==> src/rtl/pa_clic_arb_sched.sv <==
// pa_clic_arb_sched
// Two-stage CLIC interrupt arbiter and scheduler for 16 sources.
// The sources are split into two halves of 8. ARB1 registers the winner of
// each half. ARB2 compares the two half-winners and registers the final
// winner. PRESENT offers that winner to the CPU until it is taken or it
// becomes ineligible. ACTIVE blocks new presentations until the handler exits.
//
// Optional feature:
//   CLIC_ARB_THRESH_EN : when defined, a source is eligible only if its level
//                        is strictly greater than int_thresh. When undefined,
//                        int_thresh has no effect.
//
// Handshake: the scheduler holds a winner stable while in PRESENT.
// cpu_clic_int_take is a single-cycle pulse that accepts the winner.
// If take and loss of eligibility arrive in the same cycle, take wins.
// cpu_clic_int_exit is a single-cycle pulse. It returns a one-cycle
// ctrl_kid_ack pulse for cpu_clic_curid when that ID is below 16.
module pa_clic_arb_sched #(
    parameter int SRC_NUM  = 16,
    parameter int ID_WIDTH = 12
) (
    input  logic                  forever_cpuclk,
    input  logic                  cpurst_b,
    input  logic [SRC_NUM-1:0]    int_pend,
    input  logic [SRC_NUM-1:0]    int_en,
    input  logic [8*SRC_NUM-1:0]  int_lvl,
    input  logic [SRC_NUM-1:0]    int_hv,
    input  logic [2*SRC_NUM-1:0]  int_priv,
    input  logic [7:0]            int_thresh,
    input  logic                  cpu_clic_int_take,
    input  logic                  cpu_clic_int_exit,
    input  logic [ID_WIDTH-1:0]   cpu_clic_curid,
    output logic [ID_WIDTH-1:0]   clic_int_id,
    output logic [7:0]            clic_int_il_raw,
    output logic                  clic_int_hv,
    output logic [1:0]            clic_int_priv,
    output logic [SRC_NUM-1:0]    ctrl_kid_ack,
    output logic                  sched_busy,
    output logic [2:0]            sched_state
);

    localparam int HALF  = SRC_NUM / 2;
    localparam int IDX_W = $clog2(SRC_NUM);

    typedef enum logic [2:0] {
        IDLE    = 3'd0,
        ARB1    = 3'd1,
        ARB2    = 3'd2,
        PRESENT = 3'd3,
        ACTIVE  = 3'd4
    } state_t;

    state_t            state;

    logic [7:0]        src_lvl [SRC_NUM];
    logic [SRC_NUM-1:0] src_elig;
    logic [7:0]        thresh_eff;

    // combinational half-winners
    logic              lo_vld, hi_vld;
    logic [IDX_W-1:0]  lo_id, hi_id;
    logic [7:0]        lo_lvl, hi_lvl;

    // registered half-winners (ARB1 -> ARB2)
    logic              lo_vld_q, hi_vld_q;
    logic [IDX_W-1:0]  lo_id_q, hi_id_q;
    logic [7:0]        lo_lvl_q, hi_lvl_q;

    // final comparison and registered winner
    logic              fin_vld;
    logic [IDX_W-1:0]  fin_id;
    logic [7:0]        fin_lvl;
    logic [IDX_W-1:0]  win_id_q;
    logic              win_elig;
    logic              curid_in_range;

`ifdef CLIC_ARB_THRESH_EN
    assign thresh_eff = int_thresh;
`else
    // Masking the threshold to zero makes "level > thresh_eff" equal to "level != 0".
    assign thresh_eff = int_thresh & 8'h00;
`endif

    // Unpack the levels and compute per-source eligibility.
    always_comb begin
        src_elig = '0;
        for (int i = 0; i < SRC_NUM; i++) begin
            src_lvl[i]  = int_lvl[8*i +: 8];
            src_elig[i] = int_pend[i] & int_en[i] & (src_lvl[i] != 8'd0)
                        & (src_lvl[i] > thresh_eff);
        end
    end

    // Find the lower-half winner. A strict compare keeps the lowest ID on a tie.
    always_comb begin
        lo_vld = 1'b0;
        lo_id  = '0;
        lo_lvl = '0;
        for (int i = 0; i < HALF; i++) begin
            if (src_elig[i] && (!lo_vld || (src_lvl[i] > lo_lvl))) begin
                lo_vld = 1'b1;
                lo_id  = IDX_W'(i);
                lo_lvl = src_lvl[i];
            end
        end
    end

    // Find the upper-half winner with the same lowest-ID tie rule.
    always_comb begin
        hi_vld = 1'b0;
        hi_id  = '0;
        hi_lvl = '0;
        for (int i = HALF; i < SRC_NUM; i++) begin
            if (src_elig[i] && (!hi_vld || (src_lvl[i] > hi_lvl))) begin
                hi_vld = 1'b1;
                hi_id  = IDX_W'(i);
                hi_lvl = src_lvl[i];
            end
        end
    end

    // Final pick. Lower-half IDs are always smaller, so the upper half wins only on a strictly higher level.
    always_comb begin
        fin_vld = lo_vld_q | hi_vld_q;
        if (hi_vld_q && (!lo_vld_q || (hi_lvl_q > lo_lvl_q))) begin
            fin_id  = hi_id_q;
            fin_lvl = hi_lvl_q;
        end else begin
            fin_id  = lo_id_q;
            fin_lvl = lo_lvl_q;
        end
    end

    // Check the current winner's eligibility and the range of the exiting ID.
    always_comb begin
        win_elig       = src_elig[win_id_q];
        curid_in_range = (cpu_clic_curid < ID_WIDTH'(SRC_NUM));
    end

    // Scheduler FSM, arbitration pipeline registers, registered outputs and ack pulse.
    always_ff @(posedge forever_cpuclk) begin
        if (!cpurst_b) begin
            state           <= IDLE;
            lo_vld_q        <= 1'b0;
            hi_vld_q        <= 1'b0;
            lo_id_q         <= '0;
            hi_id_q         <= '0;
            lo_lvl_q        <= '0;
            hi_lvl_q        <= '0;
            win_id_q        <= '0;
            clic_int_id     <= '0;
            clic_int_il_raw <= '0;
            clic_int_hv     <= 1'b0;
            clic_int_priv   <= '0;
            ctrl_kid_ack    <= '0;
        end else begin
            ctrl_kid_ack <= '0;
            if (cpu_clic_int_exit && curid_in_range) begin
                ctrl_kid_ack[cpu_clic_curid[IDX_W-1:0]] <= 1'b1;
            end

            case (state)
                IDLE: begin
                    if (|src_elig) begin
                        state <= ARB1;
                    end
                end
                ARB1: begin
                    lo_vld_q <= lo_vld;
                    lo_id_q  <= lo_id;
                    lo_lvl_q <= lo_lvl;
                    hi_vld_q <= hi_vld;
                    hi_id_q  <= hi_id;
                    hi_lvl_q <= hi_lvl;
                    state    <= ARB2;
                end
                ARB2: begin
                    if (fin_vld) begin
                        win_id_q        <= fin_id;
                        clic_int_id     <= ID_WIDTH'(fin_id);
                        clic_int_il_raw <= fin_lvl;
                        clic_int_hv     <= int_hv[fin_id];
                        clic_int_priv   <= int_priv[2*fin_id +: 2];
                        state           <= PRESENT;
                    end else begin
                        state <= IDLE;
                    end
                end
                PRESENT: begin
                    if (cpu_clic_int_take) begin
                        clic_int_il_raw <= '0;
                        state           <= ACTIVE;
                    end else if (!win_elig) begin
                        clic_int_il_raw <= '0;
                        state           <= IDLE;
                    end
                end
                ACTIVE: begin
                    if (cpu_clic_int_exit) begin
                        state <= IDLE;
                    end
                end
                default: begin
                    clic_int_il_raw <= '0;
                    state           <= IDLE;
                end
            endcase
        end
    end

    assign sched_busy  = (state != IDLE);
    assign sched_state = state;

endmodule

==> config.mk <==
export PLATFORM = sky130hd
export DESIGN_NAME = pa_clic_arb_sched
export DESIGN_NICKNAME = d
export VERILOG_FILES = /design/src/rtl/pa_clic_arb_sched.sv
export SDC_FILE = /design/constraint.sdc
export NUM_CORES = 1
export LEC_CHECK = 0
export ABC_AREA = 1
export CORE_MARGIN = 2
export CORE_UTILIZATION = 48
export CTS_CLUSTER_DIAMETER = 200
export CTS_CLUSTER_SIZE = 30
export DETAILED_ROUTE_END_ITERATION = 12
export PLACE_DENSITY = 0.93
export SLEW_MARGIN = 40
export SYNTH_ARGS = -nofsm -noshare
export SYNTH_HDL_FRONTEND = slang
export SYNTH_SLANG_ARGS = --single-unit
export TNS_END_PERCENT = 30
==> constraint.sdc <==
create_clock -name forever_cpuclk -period 13.2 [get_ports forever_cpuclk]
set_input_delay 1.32 -clock forever_cpuclk [delete_from_list [all_inputs] [get_ports forever_cpuclk]]
set_output_delay 1.32 -clock forever_cpuclk [all_outputs]
set_load 0.03 [all_outputs]
* Word level (Yosys, flattened, before mapping)
Index checks and enable logic that the tools add are counted.
** Operators by class
- Reductions and logical operators :: 71
- Multiplexer cells :: 65
- Eq/ne operators :: 8
- Bitwise operators :: 50
- $lt $le $gt $ge :: 36
- Shifts and indexed selects :: 1
** Operators by type and width (count)
- $mux W8 :: 20
- $gt A8 B1 Y1 const B :: 16
- $reduce_bool A8 Y1 :: 16
- $gt A8 B8 Y1 :: 15
- $mux W4 :: 15
- $and A1 B1 Y1 :: 48
- $shiftx A32 B6 Y2 :: 1
- $pmux W8 S3 :: 1
- $mux W1 :: 20
- $logic_and A1 B1 Y1 :: 17
- $reduce_or A16 Y1 :: 1
- $logic_not A1 Y1 :: 15
- $logic_or A1 B1 Y1 :: 15
- $lt A4 B5 Y1 const B :: 3
- $pmux W3 S5 :: 1
- $lt A12 B5 Y1 const B :: 1
- $mux W3 :: 4
- $bmux W1 S4 :: 2
- $eq A3 B2 Y1 const B :: 2
- $ne A2 B2 Y1 const B :: 3
- $reduce_and A3 Y1 :: 2
- $demux W1 S4 :: 1
- $ge A4 B1 Y1 const B :: 1
- $reduce_and A2 Y1 :: 2
- 9 further kinds :: 9
** Storage, ports and cells
- Bits of input ports :: 232
- Bits in registers :: 60
- Output and inout port bits :: 43

* Longest topological paths before layout
- Depth in word-level cells :: 32
- Mapped depth :: 93

* Worst setup path before layout
OpenSTA, ideal clock, no wires.
- Kind :: input -> register
- Start :: input port int_lvl[7]
- End :: register lo_lvl_q[2]
- Buffers on the path :: 1
- Arrival time :: 10710 ps
- Setup slack :: 2419 ps
- Cell stages on the path :: 86
- Cell sequence :: inv_1 nand4_1 nor2_1 nor2_2 inv_1 nor2_1 inv_1 ha_1 a21oi_1 nor2_1 nor3_1 nand2_1 nand2_1 nand2_2 nand2_1 nand2_1 nand2_1 inv_1 [50 not listed] o21ai_0 o41ai_1 a21oi_4 inv_4 nand3_2 nand2_1 ha_1 nand2_1 inv_1 a221oi_1 o21ai_0 o41ai_1 nand2_1 nand2_2 inv_2 nor2_2 nand3_1 a21oi_1
** Between the ends
- Longest elaborated chain between the ends :: 32
** Ends and longest elaborated chain
- from (decl) :: RTL line 26 : input logic [8*SRC_NUM-1:0] int_lvl,
- branches (longest 31 deep; another with $gt A8 B1 Y1)
- $mux W8 (*) :: RTL line 100 : if (src_elig[i] && (!lo_vld || (src_lvl[i] > lo_lvl))) begin
- to (signal assigned) :: RTL line 171 : lo_lvl_q <= lo_lvl;
- to (decl) :: RTL line 67 : logic [7:0] lo_lvl_q, hi_lvl_q;
Mark *: on every way between the ends.
A chain may end at the register's enable or synchronous reset.

* Final worst setup path
- Start :: input port int_lvl[5]
- End :: register lo_lvl_q[2]
The elaborated chain is that of the path after synthesis.

==> results.md <==
* Drt pass-1 iters at 7
* Peak supply drop at around 83 uV
* Vias in the first global route at 9574
* Clk root buf: clkbuf_16
* Worst Setup Path Type: in2reg
* Crit path top cell by count: nand2_1
* Dpl cell area at 0.01104 mm^2
* Die height at roughly 140 um
* DIE WIDTH at 135.3 um
* H-tree depth at 3
* YS warnings at 0
* Worst path slowest cell: clkdlybuf4s50_1
* Drt drc at 0
* Gpl congestion at 0.9716
* CTS Buf Count at 9
* Antenna-violating nets left at 0
* Hold Crit Class: reg2reg
* IO Port Bufs at 258
* Yosys cell types at 42
* Clk Latency, worst-skew pair at between 300 and 400 ps
* Total grt overflow at 0
* NumNets Final at between 2000 and 2500
* Via-to-Cell Ratio at approximately 5.4
* Post-route cell area at between 0.01 and 0.015 mm^2
* Critical Path End Type: register
* GRT Total Usage at 0.2831
* PwrDens at 87.59 mW/mm^2
* Initial DRC Count at ~680
* Setup crit start kind: input port
* Initial antenna violation count at 0
* Syn_area_per_cell at around 6 um^2
* HPWL after DPL at 22410 um
* Max Clk Rate at roughly 0.08 GHz
* Clock Skews at between 6 and 7 ps
* Post-layout util at 0.6752
* Slew @ Worst Pin at slightly above 900 ps
* CTS sink cnt at slightly below 60
* Starting Density at 0.4850
* Max-slew violation total from the final report at 0
* Post-route setup slack at between 800 and 900 ps
* Via count at 10320
* R2R cell count at 17
* Drt wl/cell at 14.18 um
* MaxCap Viol Count at 0
* Largest net degree at the start of global routing at 28
* Worst slew margin at 0.3764
* IO Count at between 200 and 300
* Core Box Area at approximately 0.017 mm^2
* Row count at 48
* Hold buffers post-CTS at 0
* Cell area after synthesis at roughly 0.0083 mm^2
* Worst reg-to-reg setup slack at just under 10000 ps
* Status: complete, no violations
* Area grow syn2layout at 39.20%
* Worst hold slack at around 470 ps
* Cells after Synth at roughly 1400
* Die ar. at approximately 0.018 mm^2
* Post-synth EDFFs at 0
* Crit-path max FO at 10
* CTS max path bufs at 2
* Worst-path clk slew at 50 ps
* Period minus WS final at roughly 12000 ps
* First-pass GRT wire length at roughly 43000 um
* Final hold violations at 0
* Yosys reg bits at 59
* Worst hold path cell count at 2
* Dpl ws at around 170 ps
* CP Data Required Time at around 13000 ps
* ANT cells at 0
* Register area share after synthesis at 0.1428
* Share of layout cells above drive strength 1 at 0.05886
* Final period util at 0.9375
* TritonCTS clock tree: yes
* CP max stage delay at roughly 470 ps
* Async SR Flop Fraction at 0
* Pleak at roughly 5.6 nW
* Total Wirelength at 27040 um
* Top FF cell, synth: dfxtp_1
* CP arrival at 12620 ps
* # setup viols final at 0
[critical path, delay by kind of cell]
family	cells	cell delay, ps
and+or+nand+nor	45	4180
AOI/OAI and AO/OA	18	2800
buffers and inverters	17	2260
adders and majority gates	7	2010
[cell usage in the layout (no fill, tap or decap), types with 3 or more instances in the layout]
master,count
a21oi_1,87
a221oi_1,3
a31oi_1,7
and2_1,37
buf_4,20
clkbuf_16,9
clkdlybuf4s50_1,258
clkinv_2,3
clkinvlp_4,3
conb_1,8
dfxtp_1,59
ha_1,120
inv_1,196
inv_2,10
inv_4,3
nand2_1,392
nand2_2,11
nand2_4,3
nand3_1,145
nand3_2,9
nand4_1,22
nor2_1,118
nor2_2,7
nor2_4,4
nor3_1,5
nor4_1,7
o211ai_1,13
o21ai_0,77
o21ai_1,8
o21ai_2,5
o21bai_1,3
o22ai_1,3
o41ai_1,4
[routing by layer]
| layer | vias to the layer above | track usage | share of wire |
|---|---|---|---|
| met5 | - | 0 | 0 |
| li1 | 5165 | - | - |
| met2 | 449 | 0.5180 | 0.49 |
| met1 | 4627 | 0.3440 | 0.40 |
| met4 | 0 | 0.07350 | 0.026 |
| met3 | 83 | 0.04489 | 0.075 |
[power breakdown]
part	total [W]	switching, W	internal (W)	leakage [nW]
logic	0.000568	0.000329	0.000239	5.00
registers	0.000213	0.0000151	0.000198	0.481
clock network	0.000228	0.0000778	0.000150	0.145
total	0.00101	0.000422	0.000586	5.63
[path summary, 6_finish.rpt]
check / from / end
max: int_lvl[5] / lo_lvl_q[2]$_SDFFE_PN0P_
min: hi_id_q[3]$_SDFFE_PN0P_ / hi_id_q[3]$_SDFFE_PN0P_
max reg2reg: lo_lvl_q[5]$_SDFFE_PN0P_ / clic_int_priv[1]$_SDFFE_PN0P_
min reg2reg: hi_id_q[3]$_SDFFE_PN0P_ / hi_id_q[3]$_SDFFE_PN0P_
[synthesized netlist by cell type, drive strengths merged (3+ instances only)]
library cell	number	area, um^2
ha	120	1501
clkinv	4	15.01
o41ai	4	35.03
inv	208	785.8
nand3	154	815.8
a221oi	4	35.03
o211ai	13	97.59
nand2	406	1544
nor4	7	43.79
a21oi	90	461.7
clkbuf	9	33.78
o21ai	90	465.4
buf	22	145.1
a31oi	7	43.79
nand4	22	137.6
o21bai	3	22.52
nor2	129	519.3
o22ai	3	18.77
dfxtp	59	1181
and2	37	231.5
nor3	7	45.04
[stage by stage]
stage | instances | TNS, ps | power, W
after floorplan | 1417 | 0 | 0.0005757
after global routing | 1907 | -1334 | 0.001094
after detailed placement | 1876 | 0 | 0.0007604
after CTS | 1892 | 0 | 0.0009907
final | 1907 | 0 | 0.001009
after global placement | 1876 | 0 | 0.0007374
[area by class of cell]
class	count	area [um^2]
Clock inverter	5	52.55
Tap cell	225	281.5
Timing Repair inverter	1	5.005
Multi-Input combinational cell	1115	6198
Sequential cell	59	1181
Fill cell	1459	5540
Inverter	212	810.8
Timing Repair Buffer	279	2744
Clock buffer	11	242.7
[registers in the layout, indices dropped and copies added (netlist names)]
| signal | cells |
|---|---|
| hi_id_q | 4 |
| lo_vld_q | 1 |
| hi_lvl_q | 8 |
| lo_lvl_q | 8 |
| clic_int_priv | 2 |
| clic_int_hv | 1 |
| win_id_q | 4 |
| clic_int_il_raw | 8 |
| sched_state | 3 |
| hi_vld_q | 1 |
| lo_id_q | 3 |
| ctrl_kid_ack | 16 |
[timing repair]
item / in CTS / in global routing
endpoints found under the setup margin: 0 / 22
gates resized for setup: 0 / 29
setup buffers: 0 / 14
[cell families (layout without fill, tap and decap cells)]
kind of cell | after synthesis | in the layout | synth area share
AO/OA/AOI/OAI | 221 | 221 | 0.1500
adder cells (fa/ha/maj) | 120 | 120 | 0.1815
flip-flops | 59 | 59 | 0.1428
other | 1 | 8 | 0.0004533
buffers and inverters | 243 | 508 | 0.1184
AND/OR/NAND/NOR | 766 | 766 | 0.4068
No activity file was read; power rests on OpenSTA's default activity.
